--- src/rtl/nxm_scan_ctrl_pkg.sv ---
// Shared types and defaults for the N x M pixel scan controller.
package nxm_scan_ctrl_pkg;

  typedef enum logic [2:0] {
    ST_IDLE,
    ST_SELECT,
    ST_SETTLE,
    ST_CONV,
    ST_WAIT,
    ST_NEXT
  } state_e;

  localparam int DEF_DATA_W = 12;
  // ADC-done timeout counter width; the timeout is reached when it would hit all-ones.
  localparam int DEF_TO_W   = 10;

endpackage : nxm_scan_ctrl_pkg

--- src/rtl/nxm_addr_cnt.sv ---
// Row/column raster counter with latched limits and an end-of-matrix flag.
module nxm_addr_cnt #(
  parameter int RowW = 4,
  parameter int ColW = 4
) (
  input  logic            clk_i,
  input  logic            rst_i,
  input  logic            load_i,
  input  logic            inc_i,
  input  logic [RowW-1:0] nrows_i,
  input  logic [ColW-1:0] ncols_i,
  output logic [RowW-1:0] row_o,
  output logic [ColW-1:0] col_o,
  output logic            last_o
);

  logic [RowW-1:0] nrows_q, nrows_d, row_q, row_d;
  logic [ColW-1:0] ncols_q, ncols_d, col_q, col_d;

  always_ff @(posedge clk_i or negedge rst_i) begin
    if (!rst_i) begin
      nrows_q <= '0;
      ncols_q <= '0;
      row_q   <= '0;
      col_q   <= '0;
    end else begin
      nrows_q <= nrows_d;
      ncols_q <= ncols_d;
      row_q   <= row_d;
      col_q   <= col_d;
    end
  end

  always_comb begin
    nrows_d = nrows_q;
    ncols_d = ncols_q;
    row_d   = row_q;
    col_d   = col_q;
    if (load_i) begin
      nrows_d = nrows_i;
      ncols_d = ncols_i;
      row_d   = '0;
      col_d   = '0;
    end else if (inc_i) begin
      if (col_q == ncols_q) begin
        col_d = '0;
        row_d = row_q + 1'b1;
      end else begin
        col_d = col_q + 1'b1;
      end
    end
  end

  assign row_o  = row_q;
  assign col_o  = col_q;
  assign last_o = (row_q == nrows_q) && (col_q == ncols_q);

endmodule : nxm_addr_cnt

--- src/rtl/nxm_scan_ctrl.sv ---
// Frame scan sequencer: select pixel, settle via external timer, convert, present sample.
module nxm_scan_ctrl
  import nxm_scan_ctrl_pkg::*;
#(
  parameter int RowW  = 4,
  parameter int ColW  = 4,
  parameter int Width = 8,
  parameter int DataW = DEF_DATA_W,
  parameter int ToW   = DEF_TO_W
) (
  input  logic             clk_i,
  input  logic             rst_i,
  input  logic             start_i,
  input  logic             abort_i,
  input  logic [RowW-1:0]  nrows_i,
  input  logic [ColW-1:0]  ncols_i,
  input  logic [Width-1:0] ksettle_i,
  input  logic             tick_i,
  output logic             h_o,
  output logic [Width-1:0] kmax_o,
  output logic [RowW-1:0]  row_o,
  output logic [ColW-1:0]  col_o,
  output logic             adc_start_o,
  input  logic             adc_done_i,
  input  logic [DataW-1:0] adc_data_i,
  output logic [DataW-1:0] data_o,
  output logic             data_valid_o,
  output logic             err_o,
  output logic             busy_o,
  output logic             done_o
);

  // Counter value whose increment reaches all-ones: WAIT lasts 2**ToW-1 cycles at most.
  localparam logic [ToW-1:0] ToLast = {{(ToW-1){1'b1}}, 1'b0};

  state_e           state_q, state_d;
  logic [Width-1:0] kmax_q, kmax_d;
  logic [ToW-1:0]   to_q, to_d;
  logic [DataW-1:0] data_q, data_d;
  logic             err_q, err_d;
  logic             valid_q, valid_d;
  logic             done_q, done_d;
  logic             addr_load, addr_inc, addr_last;

  nxm_addr_cnt #(
    .RowW (RowW),
    .ColW (ColW)
  ) u_addr (
    .clk_i   (clk_i),
    .rst_i   (rst_i),
    .load_i  (addr_load),
    .inc_i   (addr_inc),
    .nrows_i (nrows_i),
    .ncols_i (ncols_i),
    .row_o   (row_o),
    .col_o   (col_o),
    .last_o  (addr_last)
  );

  always_ff @(posedge clk_i or negedge rst_i) begin
    if (!rst_i) begin
      state_q <= ST_IDLE;
      kmax_q  <= Width'(1);
      to_q    <= '0;
      data_q  <= '0;
      err_q   <= 1'b0;
      valid_q <= 1'b0;
      done_q  <= 1'b0;
    end else begin
      state_q <= state_d;
      kmax_q  <= kmax_d;
      to_q    <= to_d;
      data_q  <= data_d;
      err_q   <= err_d;
      valid_q <= valid_d;
      done_q  <= done_d;
    end
  end

  always_comb begin
    state_d     = state_q;
    kmax_d      = kmax_q;
    to_d        = to_q;
    data_d      = data_q;
    err_d       = err_q;
    valid_d     = 1'b0;
    done_d      = 1'b0;
    addr_load   = 1'b0;
    addr_inc    = 1'b0;
    h_o         = 1'b0;
    adc_start_o = 1'b0;
    case (state_q)
      ST_IDLE: begin
        if (start_i) begin
          addr_load = 1'b1;
          err_d     = 1'b0;
          // A zero reload would stall the timer; treat it as the shortest settle.
          kmax_d    = (ksettle_i == '0) ? Width'(1) : ksettle_i;
          state_d   = ST_SELECT;
        end
      end
      ST_SELECT: state_d = ST_SETTLE;
      ST_SETTLE: begin
        h_o = 1'b1;
        if (tick_i) state_d = ST_CONV;
      end
      ST_CONV: begin
        adc_start_o = 1'b1;
        to_d        = '0;
        state_d     = ST_WAIT;
      end
      ST_WAIT: begin
        to_d = to_q + 1'b1;
        if (adc_done_i) begin
          data_d  = adc_data_i;
          valid_d = 1'b1;
          state_d = ST_NEXT;
        end else if (to_q == ToLast) begin
          err_d   = 1'b1;
          data_d  = '1;
          valid_d = 1'b1;
          state_d = ST_NEXT;
        end
      end
      ST_NEXT: begin
        if (abort_i || addr_last) begin
          done_d  = 1'b1;
          state_d = ST_IDLE;
        end else begin
          addr_inc = 1'b1;
          state_d  = ST_SELECT;
        end
      end
      default: state_d = ST_IDLE;
    endcase
  end

  assign kmax_o       = kmax_q;
  assign data_o       = data_q;
  assign data_valid_o = valid_q;
  assign err_o        = err_q;
  assign done_o       = done_q;
  assign busy_o       = (state_q != ST_IDLE);

endmodule : nxm_scan_ctrl

--- config.mk ---
export PLATFORM = sky130hd
export DESIGN_NAME = nxm_scan_ctrl
export DESIGN_NICKNAME = d
export VERILOG_FILES = /design/src/rtl/nxm_scan_ctrl_pkg.sv /design/src/rtl/nxm_addr_cnt.sv /design/src/rtl/nxm_scan_ctrl.sv
export SDC_FILE = /design/constraint.sdc
export NUM_CORES = 1
export LEC_CHECK = 0
export CAP_MARGIN = 10
export CELL_PAD_IN_SITES_DETAIL_PLACEMENT = 1
export CELL_PAD_IN_SITES_GLOBAL_PLACEMENT = 1
export CORE_MARGIN = 2
export CORE_UTILIZATION = 52
export CTS_CLUSTER_DIAMETER = 50
export DETAILED_ROUTE_END_ITERATION = 16
export DONT_BUFFER_PORTS = 1
export GPL_ROUTABILITY_DRIVEN = 0
export GPL_TIMING_DRIVEN = 0
export PLACE_DENSITY_LB_ADDON = 0.1
export SYNTH_ARGS = -nofsm -noshare
export SYNTH_HDL_FRONTEND = slang
export SYNTH_HIERARCHICAL = 1
export SYNTH_SLANG_ARGS = --single-unit
--- constraint.sdc ---
create_clock -name clk_i -period 3.6 [get_ports clk_i]
set_clock_uncertainty 0.1 [all_clocks]
set_input_delay 0.54 -clock clk_i [delete_from_list [all_inputs] [get_ports clk_i]]
set_output_delay 0.54 -clock clk_i [all_outputs]
set_load 0.1 [all_outputs]
==> impl_metrics.tcl <==
set metrics [dict create \
    synthToLayoutAreaGrowth_pct 8.950 \
    portBuffers 0 \
    remaining_drc_errors 0 \
    dp.final_hpwl_um 4351 \
    syn_area_um2 2502 \
    crit_top_cell "nor3_1" \
    worstSetupStartpointType "register" \
    cts_max_level 2 \
    post-route-period-util_pct 95.13 \
    n_antenna_cell 0 \
    grt_pass1_vias 1933 \
    fp.dieH_um 73.37 \
    fin_nets 268 \
    cts_buffers 5 \
    status "completed" \
    fp.coreArea_um2 4692 \
    clk_pin_slew_worst_paths_ns 0.10 \
    r2r-start "u_addr/col_o[3]" \
    start_util_pct 53.33 \
    cp_max_fo 10 \
    synth_warnings 6 \
    clk_latency_ns 0.31 \
    yosysTopAreaCell "dfrtp_1" \
    ys_seq_area_share_pct 52.05 \
    dp_slack_ns 0.2655 \
    min_path_type "primary input to register" \
    die_w_um 73.37 \
    synth.most_common_cell "dfrtp_1" \
    syn_avg_cell_area_um2 11.37 \
    yosys-top-cells-count "dfrtp_1 (51), nor2_1 (19), nand2_1 (14)" \
    cp-end-kind "register" \
    drt-initial-drc-count 70 \
    std_cell_rows 25 \
    fin_crit_ns 3.425 \
    synth-edff-count 0 \
    layout_setup_ws_ns 0.1753 \
    grt_setup_unrepaired "false" \
    crit_type "register to register" \
    finalMaxSlewViolations 0 \
    dr.pass1.iters 4 \
    fin_tns_setup_ns 0 \
    setup.worst_path.start "u_addr/col_o[3]" \
    hold_viol_final 0 \
    synth_async_sr_flop_share_pct 100.0 \
    drive_gt1_share_pct 15.15 \
    hold_start "adc_done_i" \
    synth_ff_type "dfrtp_1" \
    path_cells "xnor2_1 > nand4_1 > buf_4 > nor2_1 > nor3_1 > inv_1 > nor3_1 > nand2_1 > a31oi_1" \
    wl_um 5903 \
    grt_antenna_before_repair 0 \
    cp_slowest_cell "dfrtp_1" \
    synth_area_leaders "dfrtp_1 (51%), a2bb2oi_1 (4.2%), mux2_1 (3.6%), mux2_2 (3.1%), xnor2_1 (3.1%)" \
    worst_slew_pin_slew_ns 1.060 \
    fp.dieArea_um2 5383 \
    via_per_inst 6.323 \
    fmax_mhz 292.0 \
    synth_top_area_share_pct 51.00 \
    crit_required_ns 3.72 \
    grt_pass1_wl_um 9370 \
    vias 1802 \
    wl_per_cell_um 20.71 \
    ant_nets 0 \
    cts.sinks 52 \
    grt_start_max_net_pins 53 \
    maxSlewHeadroom_pct 29.32 \
    drv_cap 0 \
    syn_nets 258 \
    synth.ff_latch_count 52 \
    cts_tree "done" \
    crit_path_max_incr_delay_ns 1.04 \
    io_pins 68 \
    synthDistinctLibCells 47 \
    finalSetupViolCount 0 \
    grt_usage_pct 23.20 \
    cts_buffer_depth 2 \
    grt_overflow 0 \
    fill_cells 512 \
    cts_root_buf "clkbuf_8" \
    arrival_ns 3.54 \
    syn_inst 220 \
]
path summary, 6_finish.rpt:
kind	endpoint	slack, ns	depth (start not counted)
worst max register to register	u_addr/col_o[3]	0.18	9
worst min-delay path	err_o	0.22	1
worst max-delay path	u_addr/col_o[3]	0.18	9
worst min register to register	to_q[8]	0.42	1
min in group asynchronous	u_addr/col_o[3]	0.64	2
max in group asynchronous	kmax_o[0]	2.47	2
critical path, delay by kind of cell (launching register included):
family | cells | cell delay, ns
buffers and inverters | 2 | 0.50
xor gates and xnor gates | 1 | 0.15
AOI/OAI and AO/OA | 1 | 0.23
and+or+nand+nor | 5 | 1.30
DFF | 1 | 1.04
cell families (layout without fill, tap and decap cells):
| kind of cell | count (synthesis) | after routing | share of synthesized area (%) |
|---|---|---|---|
| xor gates and xnor gates | 9 | 9 | 3.150 |
| muxes | 21 | 21 | 9.150 |
| AOI/OAI and AO/OA | 42 | 42 | 12.40 |
| and+or+nand+nor | 76 | 76 | 17.05 |
| adders and majority gates | 4 | 4 | 2.000 |
| DFF | 52 | 52 | 52.05 |
| buffers and inverters | 16 | 27 | 4.200 |
repair_timing:
action                                  4_1_cts  5_1_grt
endpoints found under the hold margin        52        0
resized for setup                             0        1
buffers inserted                              0        0
hold buffers                                  2        0
endpoints found under the setup margin        0        1
cell usage in the layout (no fill, tap or decap), types with 4 or more instances in the layout:
| cell type | netlist | layout |
|---|---|---|
| a21oi_1 | 7 | 7 |
| a2bb2oi_1 | 12 | 12 |
| a31oi_1 | 4 | 4 |
| buf_2 | 4 | 4 |
| buf_4 | 4 | 4 |
| clkbuf_8 | 1 | 7 |
| dfrtp_1 | 51 | 50 |
| ha_1 | 4 | 4 |
| inv_1 | 4 | 4 |
| mux2_1 | 8 | 8 |
| mux2_2 | 7 | 7 |
| mux2i_1 | 6 | 6 |
| nand2_1 | 14 | 14 |
| nand3_1 | 7 | 7 |
| nand4_1 | 6 | 6 |
| nor2_1 | 19 | 19 |
| nor3_1 | 4 | 4 |
| o21ai_1 | 4 | 4 |
| or3_1 | 5 | 5 |
| xnor2_1 | 9 | 9 |
metal layers:
layer / GRT usage, % / share of wire, % / routed length (µm) / vias up
met4: 8.485 / 2.0 / 120 / 0
met1: 26.38 / 39 / 2315 / 921
met3: 6.036 / 4.6 / 271 / 12
met5: 0 / 0 / 0 / -
li1: - / - / - / 819
met2: 41.74 / 54 / 3195 / 50
through the flow:
step / util, % / hold slack (ns) / instances / cell area (µm²)
final: 58.11 / 0.2177 / 285 / 2726
after floorplan: - / 0.1444 / 220 / 2502
after detailed placement: 55.20 / 0.1456 / 275 / 2590
after global placement: 54.77 / 0.1455 / 274 / 2570
after global routing: 58.11 / 0.1958 / 285 / 2726
after CTS: 58.08 / 0.2051 / 285 / 2725
layout make-up:
| class | instances | area (µm²) | share of cell area, % |
|---|---|---|---|
| Clock inverter | 2 | 15.01 | 0.5507 |
| Timing Repair Buffer | 3 | 52.55 | 1.927 |
| Inverter | 4 | 15.01 | 0.5507 |
| Clock buffer | 6 | 82.58 | 3.029 |
| Buffer | 12 | 90.09 | 3.304 |
| Tap cell | 54 | 67.56 | 2.478 |
| Sequential cell | 52 | 1304 | 47.82 |
| Multi-Input combinational cell | 152 | 1100 | 40.34 |
sequential cells by signal, indices dropped and copies added (netlist names):
register        flops
data_o             12
data_valid_o        1
done_o              1
err_o               1
kmax_o              8
state_q             3
to_q               10
u_addr/col_o        4
u_addr/ncols_q      4
u_addr/nrows_q      4
u_addr/row_o        4
Power is left out: the tool's default activity adds up to more than one toggle a clock period on the data nets, which glitch-free logic cannot reach.
